`src/rtl/apb4_reg_bridge.sv`:
```
// apb4_reg_bridge
//   Bridges an APB4 completer port onto a simple single-cycle register
//   request bus. Each APB transfer is captured in the setup phase, screened
//   for illegal accesses, then issued to the register map as a one-cycle
//   bus_req. The response is registered and returned in the APB access phase.
//   A missing bus_ready is bounded by an optional timeout.
//
// Ports
//   clk, rst           clock, asynchronous active-high reset
//   psel, penable      APB select / access phase
//   pwrite             1 = write
//   paddr              byte address
//   pwdata, pstrb      write data and byte strobes
//   pprot              protection; bit 0 = privileged
//   pready             transfer complete (DONE state only)
//   prdata, pslverr    read data / error (DONE state only)
//   bus_req            one-cycle register request
//   bus_req_is_wr      request is a write
//   bus_addr           request address
//   bus_wr_data        write data
//   bus_wr_biten       per-bit write enable (zero for reads)
//   bus_ready          register map acknowledge
//   bus_err            register map error, valid with bus_ready
//   bus_rd_data        register map read data, valid with bus_ready
//   timeout_pulse      one-cycle timeout event
module apb4_reg_bridge #(
   parameter int DATA_WIDTH     = 32,
   parameter int ADDR_WIDTH     = 11,
   parameter int TIMEOUT_CYCLES = 16,
   parameter bit PRIV_ONLY      = 1'b0
) (
   input  logic                    clk,
   input  logic                    rst,
   input  logic                    psel,
   input  logic                    penable,
   input  logic                    pwrite,
   input  logic [ADDR_WIDTH-1:0]   paddr,
   input  logic [DATA_WIDTH-1:0]   pwdata,
   input  logic [DATA_WIDTH/8-1:0] pstrb,
   input  logic [2:0]              pprot,
   output logic                    pready,
   output logic [DATA_WIDTH-1:0]   prdata,
   output logic                    pslverr,
   output logic                    bus_req,
   output logic                    bus_req_is_wr,
   output logic [ADDR_WIDTH-1:0]   bus_addr,
   output logic [DATA_WIDTH-1:0]   bus_wr_data,
   output logic [DATA_WIDTH-1:0]   bus_wr_biten,
   input  logic                    bus_ready,
   input  logic                    bus_err,
   input  logic [DATA_WIDTH-1:0]   bus_rd_data,
   output logic                    timeout_pulse
);

   localparam int STRB_W = DATA_WIDTH / 8;
   localparam int ALIGN_W = $clog2(STRB_W);
   localparam int CNT_W = $clog2(TIMEOUT_CYCLES + 2);
   // Value of the wait counter during the last WAIT cycle before timing out.
   localparam logic [CNT_W-1:0] CNT_LAST =
      CNT_W'((TIMEOUT_CYCLES > 0) ? TIMEOUT_CYCLES - 1 : 0);

   typedef enum logic [1:0] {IDLE, ISSUE, WAIT, DONE} state_t;

   state_t                  state_q;
   logic [ADDR_WIDTH-1:0]   addr_q;
   logic [DATA_WIDTH-1:0]   wdata_q;
   logic [STRB_W-1:0]       strb_q;
   logic                    is_wr_q;
   logic                    err_q;
   logic [DATA_WIDTH-1:0]   rdata_q;
   logic [CNT_W-1:0]        cnt_q;
   logic                    bus_req_q;
   logic                    timeout_q;
   logic                    req_err;
   logic                    unused_prot;

   // Only the privilege bit of pprot matters here.
   assign unused_prot = ^pprot[2:1];

   // Screening of the setup-phase request; the verdict is latched with it.
   always_comb begin
      req_err = 1'b0;
      if (paddr[ALIGN_W-1:0] != '0)
         req_err = 1'b1;
      if (!pwrite && (pstrb != '0))
         req_err = 1'b1;
      if (PRIV_ONLY && !pprot[0])
         req_err = 1'b1;
   end

   always_ff @(posedge clk or posedge rst) begin
      if (rst) begin
         state_q   <= IDLE;
         addr_q    <= '0;
         wdata_q   <= '0;
         strb_q    <= '0;
         is_wr_q   <= 1'b0;
         err_q     <= 1'b0;
         rdata_q   <= '0;
         cnt_q     <= '0;
         bus_req_q <= 1'b0;
         timeout_q <= 1'b0;
      end else begin
         bus_req_q <= 1'b0;
         timeout_q <= 1'b0;
         case (state_q)
            IDLE: begin
               if (psel && !penable) begin
                  addr_q    <= paddr;
                  wdata_q   <= pwdata;
                  strb_q    <= pstrb;
                  is_wr_q   <= pwrite;
                  err_q     <= req_err;
                  rdata_q   <= '0;
                  cnt_q     <= '0;
                  // bus_req is registered so it is high exactly during ISSUE.
                  bus_req_q <= !req_err;
                  state_q   <= ISSUE;
               end
            end
            ISSUE: begin
               // A screened-out request never reaches the register map,
               // so any bus_ready seen here belongs to nobody.
               if (err_q) begin
                  state_q <= DONE;
               end else if (bus_ready) begin
                  rdata_q <= is_wr_q ? '0 : bus_rd_data;
                  err_q   <= bus_err;
                  state_q <= DONE;
               end else begin
                  state_q <= WAIT;
               end
            end
            WAIT: begin
               cnt_q <= cnt_q + 1'b1;
               // bus_ready is checked first so it wins over a same-cycle timeout.
               if (bus_ready) begin
                  rdata_q <= is_wr_q ? '0 : bus_rd_data;
                  err_q   <= bus_err;
                  state_q <= DONE;
               end else if ((TIMEOUT_CYCLES != 0) && (cnt_q == CNT_LAST)) begin
                  rdata_q   <= '0;
                  err_q     <= 1'b1;
                  timeout_q <= 1'b1;
                  state_q   <= DONE;
               end
            end
            DONE: begin
               state_q <= IDLE;
            end
            default: begin
               state_q <= IDLE;
            end
         endcase
      end
   end

   always_comb begin
      bus_wr_biten = '0;
      for (int i = 0; i < DATA_WIDTH; i++)
         bus_wr_biten[i] = is_wr_q & strb_q[i/8];
   end

   // If psel has dropped by DONE, pready stays low and the result is discarded.
   assign pready        = (state_q == DONE) && psel && penable;
   assign prdata        = (state_q == DONE) ? rdata_q : '0;
   assign pslverr       = (state_q == DONE) ? err_q : 1'b0;
   assign bus_req       = bus_req_q;
   assign bus_req_is_wr = is_wr_q;
   assign bus_addr      = addr_q;
   assign bus_wr_data   = wdata_q;
   assign timeout_pulse = timeout_q;

endmodule

```
`config.mk`:
```
export PLATFORM = sky130hd
export DESIGN_NAME = apb4_reg_bridge
export DESIGN_NICKNAME = d
export VERILOG_FILES = /design/src/rtl/apb4_reg_bridge.sv
export SDC_FILE = /design/constraint.sdc
export NUM_CORES = 1
export LEC_CHECK = 0
export CORE_ASPECT_RATIO = 1.4
export CORE_MARGIN = 2
export CORE_UTILIZATION = 36
export CTS_CLUSTER_SIZE = 24
export DETAILED_ROUTE_END_ITERATION = 12
export GPL_TIMING_DRIVEN = 0
export PLACE_DENSITY = 0.86
export SKIP_LAST_GASP = 1
export SLEW_MARGIN = 20
export SYNTH_ARGS = -nofsm -noshare
export SYNTH_HDL_FRONTEND = slang
export SYNTH_SLANG_ARGS = --single-unit
```
`constraint.sdc`:
```
create_clock -name clk -period 3.1 [get_ports clk]
set_clock_uncertainty 0.05 [all_clocks]
set_input_delay 0.62 -clock clk [delete_from_list [all_inputs] [get_ports clk]]
set_output_delay 0.62 -clock clk [all_outputs]
set_load 0.1 [all_outputs]
```
==> flow_summary.toml, run 1 <==
[timing]
fin_crit_ns = 2.88
max_slew_margin = 0.317
hold_viol = 0
setup_viol = 0
tightest_slew_ns = 1.02
fmax_mhz = 347
hold_ws_ns = 0.420
drv_slew = 0
setup_tns_ns = 0
grt_setup_unrepaired = "false"
fin_crit_sh = 0.929

[critical_path]
critPathKind = "register to output pin"
crit_path_start = "bus_req_is_wr"
worstSetupStartpointType = "register"
cp.required_ns = 2.43
cpPeakStageDelay_ns = 0.85
cp_max_fo = 8
cp-end-kind = "output pin"
critPathArrivalTime_ns = 2.21
r2r_start = "state_q[0]"
crit_path_top_delay_cell = "dlygate4sd2_1"
worstPathCellList = "and2_1 -> buf_4 -> dlygate4sd2_1"

[floorplan]
chipHeight_um = 133
start_util = 0.364
io_pins = 201
core_um2 = 11700
chipWidth_um = 95.9
fp.dieArea_um2 = 12700
num_rows = 47

[logic_synthesis]
yosysSeqAreaShare = 0.529
ys.flop_type = "dfrtp_1"
syn_nets = 442
syn_area_um2 = 4260
ys_ff_latch = 90
avgSynthCellArea_um2 = 12.3
synth_cell_type_count = 31
syn-instance-count = 345
synthArstFlopShare = 1.00
synth_edf_count = 0
yosysWarnings = 0

[clocking]
cts_setup_buffers = 0
clock_latency_ns = 0.33
cts_tree = "built"
cts_buffer_depth = 2
root_buffer = "clkbuf_16"
path_clk_slew_ns = 0.06
clock_sinks = 90
htreeDepth = 3
cts_buffers = 9

[grt]
track_usage = 0.184
gr-total-overflow = 0
grt_max_degree = 48
grt_pass1_vias = 3759
grt_pass1_wl_mm = 18.3
antenna_found_initial = 0

[cells_and_area]
drive_above_1_share = 0.250
finish.net_count = 651
num_antenna_cells = 0
area_growth_pct = 56.0

[flow_run]
maxCapViolCount = 0

[placement]
hpwlAfterDp_mm = 9.09
io_buffers = 197
gp_congestion = 0.755

[route]
wl_mm = 11.5
drc = 0
vias = 3438
drtIter0Drc = 56
ant_nets = 0
dr.pass1.iters = 6
via_per_inst = 4.87
wire_per_inst_um = 16.3

[worst_hold_path]
hold_path_class = "register to register"
worst_hold_startpoint = "rdata_q[14]"

[status]
outcome = "complete, no violations"
metal layers:
| metal | vias up | global-route usage | wire length, um |
|---|---|---|---|
| met5 | - | 0 | 0 |
| met4 | 0 | 0.0794 | 241 |
| met3 | 17 | 0.0530 | 974 |
| met2 | 147 | 0.331 | 6210 |
| met1 | 1659 | 0.193 | 4070 |
| li1 | 1615 | - | - |
what timing repair did:
item                                   in CTS  in global routing
gates resized for setup                    85                 41
endpoints found under the hold margin       0                  0
pin swaps                                   0                  0
setup endpoints to repair                  62                 25
hold buffers                                0                  0
cloned                                      0                  0
registers in the layout, summed over array words and instances (netlist names):
name and cells:
cnt_q 5, bus_req 1, rdata_q 32, bus_addr 11, err_q 1, timeout_pulse 1
bus_req_is_wr 1, strb_q 4, state_q 2, bus_wr_data 32
per-stage QoR:
stage	area [um2]	util	instances	worst slack [ns]
global placement	6420	0.548	689	-1.19
global route	6650	0.568	706	0.0910
finish	6650	0.568	706	0.221
floorplan	4260	-	345	0.0351
detailed placement	6450	0.551	690	-0.0209
CTS	6720	0.574	706	-0.0556
final cells by class:
type | instances | area, um2
buffer | 48 | 299
multi-input combinational | 199 | 1680
fill | 970 | 5050
timing repair buffer | 198 | 1880
tap | 147 | 184
sequential | 90 | 2250
clock inverter | 7 | 100
inverter | 8 | 32.5
clock buffer | 9 | 225
worst paths after layout:
path	cells after the start	slack [ns]	to
max	3	0.22	bus_wr_biten[27]
max reg2reg	6	0.87	bus_wr_data[31]
min reg2reg	1	0.42	rdata_q[14]
min	1	0.42	rdata_q[14]
min in group asynchronous	2	0.64	bus_addr[9]
max in group asynchronous	3	1.74	bus_wr_data[16]
cells in the final DEF, fill, tap and decap left out, types with 6 or more instances in the layout:
| cell type | Yosys | final |
|---|---|---|
| clkdlybuf4s50_1 | 0 | 131 |
| dfrtp_1 | 90 | 90 |
| mux2_2 | 48 | 48 |
| and2_1 | 37 | 37 |
| a21o_1 | 33 | 33 |
| and4_1 | 32 | 32 |
| dlygate4sd2_1 | 0 | 32 |
| buf_4 | 28 | 28 |
| clkbuf_2 | 1 | 22 |
| buf_2 | 10 | 10 |
| clkbuf_1 | 9 | 9 |
| clkbuf_16 | 0 | 9 |
| clkdlybuf4s15_2 | 0 | 9 |
| ha_1 | 8 | 8 |
| inv_1 | 8 | 7 |
| a21oi_1 | 6 | 6 |
worst max-delay path: cells and delay by family (launching register included):
family / cells / cell delay (ns)
simple gates: 1 / 0.35
buf+inv: 2 / 1.01
flops: 1 / 0.51
cells by family (layout without fill, tap and decap cells):
logic type,after synthesis,after routing,synth area share
AO/OA/AOI/OAI,53,53,0.0913
buffers and inverters,56,270,0.0772
flip-flops,90,90,0.529
multiplexers,48,48,0.127
AND/OR/NAND/NOR,90,90,0.152
adder cells (fa/ha/maj),8,8,0.0235
synth_stat cells, types with 4 or more instances:
cell type  number  area [um2]
dfrtp_1        90        2250
mux2_2         48         541
and2_1         37         231
a21o_1         33         248
and4_1         32         280
buf_4          28         210
buf_2          10        50.1
clkbuf_1        9        33.8
ha_1            8         100
inv_1           8        30.0
a21oi_1         6        30.0
nand2_1         4        15.0
o21ai_0         4        20.0
Power of run 1 is not shown: default switching activity piles up to over one toggle a cycle in this logic, so the estimate is an artifact.
==> run 2, diff against run 1 <==
Settings changed: PLACE_DENSITY 0.86 to 0.75.
==> run 2 against run 1 <==
Worst hold slack got worse by 0.0034 ns. Routed wire length decreased by 4.7%. Register-to-register slack improved by 0.03 ns. Utilization increased by 0.17 points.
==> flow_summary.toml, run 2 (synthesis gave the netlist of run 1 again) <==
[timing]
fin_crit_ns = 2.88
fin_crit_sh = 0.931
setup_tns_ns = 0
drv_slew = 0
hold_viol = 0
hold_ws_ns = 0.417
grt_setup_unrepaired = "false"
max_slew_margin = 0.322
setup_viol = 0
tightest_slew_ns = 1.01
fin_ws_ns = 0.215
fmax_mhz = 347

[clocking]
ctsHoldBuffers = 0
htreeDepth = 3
clock_latency_ns = 0.33
clock_sinks = 90
root_buffer = "clkbuf_16"
cts_buffers = 9
cts_resized = 111
cts_tree = "built"
path_clk_slew_ns = 0.06
cts_buffer_depth = 2
cts_setup_buffers = 0

[cells_and_area]
final_common_cell = "clkdlybuf4s50_1"
postLayoutCellArea_um2 = 6670
area_growth_pct = 56.5
num_antenna_cells = 0
drive_above_1_share = 0.249
finish.net_count = 651
final_cell_mix = "131 x clkdlybuf4s50_1, 90 x dfrtp_1, 48 x mux2_2"

[route]
drc = 0
via_per_inst = 4.88
drtIter0Drc = 79
ant_nets = 0
vias = 3444
wire_per_inst_um = 15.5
wl_mm = 11.0
dr.pass1.iters = 4

[placement]
gp_congestion = 0.774
io_buffers = 197
hpwlAfterDp_mm = 8.66
pre_cts_slack_ns = -0.0620
postPlaceCellArea_um2 = 6450

[critical_path]
cp-end-kind = "output pin"
cpPeakStageDelay_ns = 0.87
critPathBufInv = 2
cp.required_ns = 2.43
critPathArrivalTime_ns = 2.21
crit_family = "buffers and inverters"
worstSetupStartpointType = "primary input"
worstPathCellList = "clkdlybuf4s50_1 -> and3_1 -> dlygate4sd2_1"
crit_path_top_delay_cell = "dlygate4sd2_1"
critPathKind = "primary input to output pin"
cp_max_fo = 3

[worst_hold_path]
hold_path_class = "register to register"

[floorplan]
core_um2 = 11700
chipWidth_um = 95.9
chipHeight_um = 133
num_rows = 47
start_util = 0.364
io_pins = 201
fp.dieArea_um2 = 12700

[grt]
grt_max_degree = 48
track_usage = 0.176
grt_pass1_vias = 3620
grt_pass1_wl_mm = 17.5
gr-total-overflow = 0
antenna_found_initial = 0

[status]
outcome = "complete, no violations"

[flow_run]
maxCapViolCount = 0
[run 2: per-stage QoR]
stage | util | instances
after global placement | 0.548 | 689
after CTS | 0.574 | 706
after detailed placement | 0.551 | 690
final | 0.570 | 706
after global routing | 0.570 | 706
after floorplan | - | 345
[run 2: layer usage]
layer / up-vias / global-route usage / part of all wire
li1: 1613 / - / -
met5: - / 0 / 0
met1: 1679 / 0.189 / 0.37
met4: 0 / 0.0722 / 0.023
met3: 19 / 0.0450 / 0.076
met2: 133 / 0.320 / 0.53
[run 2: area by class of cell]
class / instances / area (um2)
clock inverter: 5 / 40.0
inverter: 8 / 32.5
timing repair buffer: 198 / 1940
multi-input combinational: 199 / 1680
tap: 147 / 184
buffer: 48 / 299
fill: 1020 / 5030
sequential: 90 / 2250
clock buffer: 11 / 243
[run 2: path summary, 6_finish.rpt]
path	slack, ns	startpoint	to	cells past startpoint
worst max-delay path	0.22	psel	pready	3
worst min-delay path	0.42	rdata_q[25]	rdata_q[25]	1
worst max register to register	0.90	state_q[0]	bus_req_is_wr	6
worst min register to register	0.42	rdata_q[25]	rdata_q[25]	1
max in group asynchronous	1.72	rst	strb_q[0]	3
min in group asynchronous	0.65	rst	bus_wr_data[28]	2
Power of run 2 is left out for the same reason.
==> run 3, diff against run 2 <==
Settings changed: CORE_UTILIZATION 36 to 37, CTS_CLUSTER_DIAMETER from default to 60, PLACE_DENSITY 0.75 to 0.76.
==> run 3 against run 2 <==
Count of clock-buffer cells in the layout down 1. Via count up 0.23%. Worst setup slack worse by 0.10 ns. Sequential cell count unchanged. Cell area up 2.0%. Utilization up 3.3 points. Fmax down 3.4%. Critical path type is now register to output pin. Highest routed layer unchanged.
==> flow_summary.toml, run 3 (synthesis gave the netlist of run 1 again) <==
[cells_and_area]
area_growth_pct = 59.6
final_cell_mix = "132 x clkdlybuf4s50_1, 90 x dfrtp_1, 48 x mux2_2"
final_common_cell = "clkdlybuf4s50_1"
finish.net_count = 651
postLayoutCellArea_um2 = 6800
drive_above_1_share = 0.250
fill_cells = 941
num_antenna_cells = 0
utilization = 0.603

[route]
wl_mm = 11.5
dr.pass1.iters = 4
drtIter0Drc = 42
wire_per_inst_um = 16.4
ant_nets = 0
drc = 0
via_per_inst = 4.91
vias = 3452

[critical_path]
cp.required_ns = 2.43
cpPeakStageDelay_ns = 1.19
worstSetupStartpointType = "register"
cp_max_fo = 8
worstPathCellList = "and2_1 -> clkdlybuf4s50_1"
critPathArrivalTime_ns = 2.32
critPathKind = "register to output pin"
cp-end-kind = "output pin"
crit_path_top_delay_cell = "clkdlybuf4s50_1"
reg2regPathDepth = 6

[flow_run]
maxCapViolCount = 0

[timing]
drv_slew = 0
grt_setup_unrepaired = "false"
tightest_slew_ns = 1.03
max_slew_margin = 0.313
setup_tns_ns = 0
setup_viol = 0
fmax_mhz = 335
fin_crit_sh = 0.963
hold_viol = 0
fin_crit_ns = 2.99

[grt]
grt_pass1_wl_mm = 17.9
gr-total-overflow = 0
grt_pass1_vias = 3726
grt_max_degree = 50
antenna_found_initial = 0
track_usage = 0.183

[floorplan]
chipHeight_um = 131
io_pins = 201
fp.dieArea_um2 = 12400
chipWidth_um = 94.7
num_rows = 46
core_um2 = 11300
start_util = 0.378

[clocking]
clock_sinks = 90
clock_latency_ns = 0.33
cts_buffer_depth = 2
htreeDepth = 3
cts_tree = "built"
cts_buffers = 9
ctsHoldBuffers = 0
root_buffer = "clkbuf_16"
cts_setup_buffers = 0
path_clk_slew_ns = 0.06
cts_resized = 122

[worst_hold_path]
worstHoldPathCells = 1
hold_path_class = "register to register"

[status]
outcome = "complete, no violations"

[placement]
gp_congestion = 0.761
hpwlAfterDp_mm = 8.89
io_buffers = 197
postPlaceCellArea_um2 = 6440
[run 3: layout make-up]
class	instances	area [um2]	share of cell area
tap	144	180	0.0265
clock buffer	10	239	0.0351
multi-input combinational	199	1680	0.247
clock inverter	6	114	0.0167
timing repair buffer	198	2000	0.295
buffer	48	299	0.0440
sequential	90	2250	0.331
inverter	8	32.5	0.00478
[run 3: final timing paths]
kind                                from          endpoint  slack, ns
min reg2reg                  rdata_q[28]       rdata_q[28]       0.42
min in group asynchronous            rst        rdata_q[4]       0.64
max reg2reg                   state_q[0]         strb_q[3]       0.85
max                        bus_req_is_wr  bus_wr_biten[16]       0.11
max in group asynchronous            rst         strb_q[3]       1.73
min                          rdata_q[28]       rdata_q[28]       0.42
[run 3: per-layer routing]
| metal | global-route usage | vias up | wire length [um] | share of wire |
|---|---|---|---|---|
| li1 | - | 1608 | - | - |
| met1 | 0.191 | 1697 | 4130 | 0.36 |
| met2 | 0.345 | 126 | 6280 | 0.55 |
| met3 | 0.0510 | 21 | 849 | 0.074 |
| met4 | 0.0708 | 0 | 254 | 0.022 |
| met5 | 0 | - | 0 | 0 |
[run 3: critical path: cells and delay by family (launching register included)]
family,cells,cell delay [ns]
AND/OR/NAND/NOR,1,0.31
flip-flops,1,0.48
buffers and inverters,1,1.19
[run 3: per-stage QoR]
step	setup slack, ns	instances	hold slack (ns)
5_1_grt	0.0123	703	0.430
2_1_floorplan	0.0351	345	0.391
3_3_place_gp	-1.27	686	0.400
4_1_cts	0.0351	703	0.422
6_report	0.115	703	0.416
3_5_place_dp	-0.0371	687	0.407
Power of run 3 is left out for the same reason.
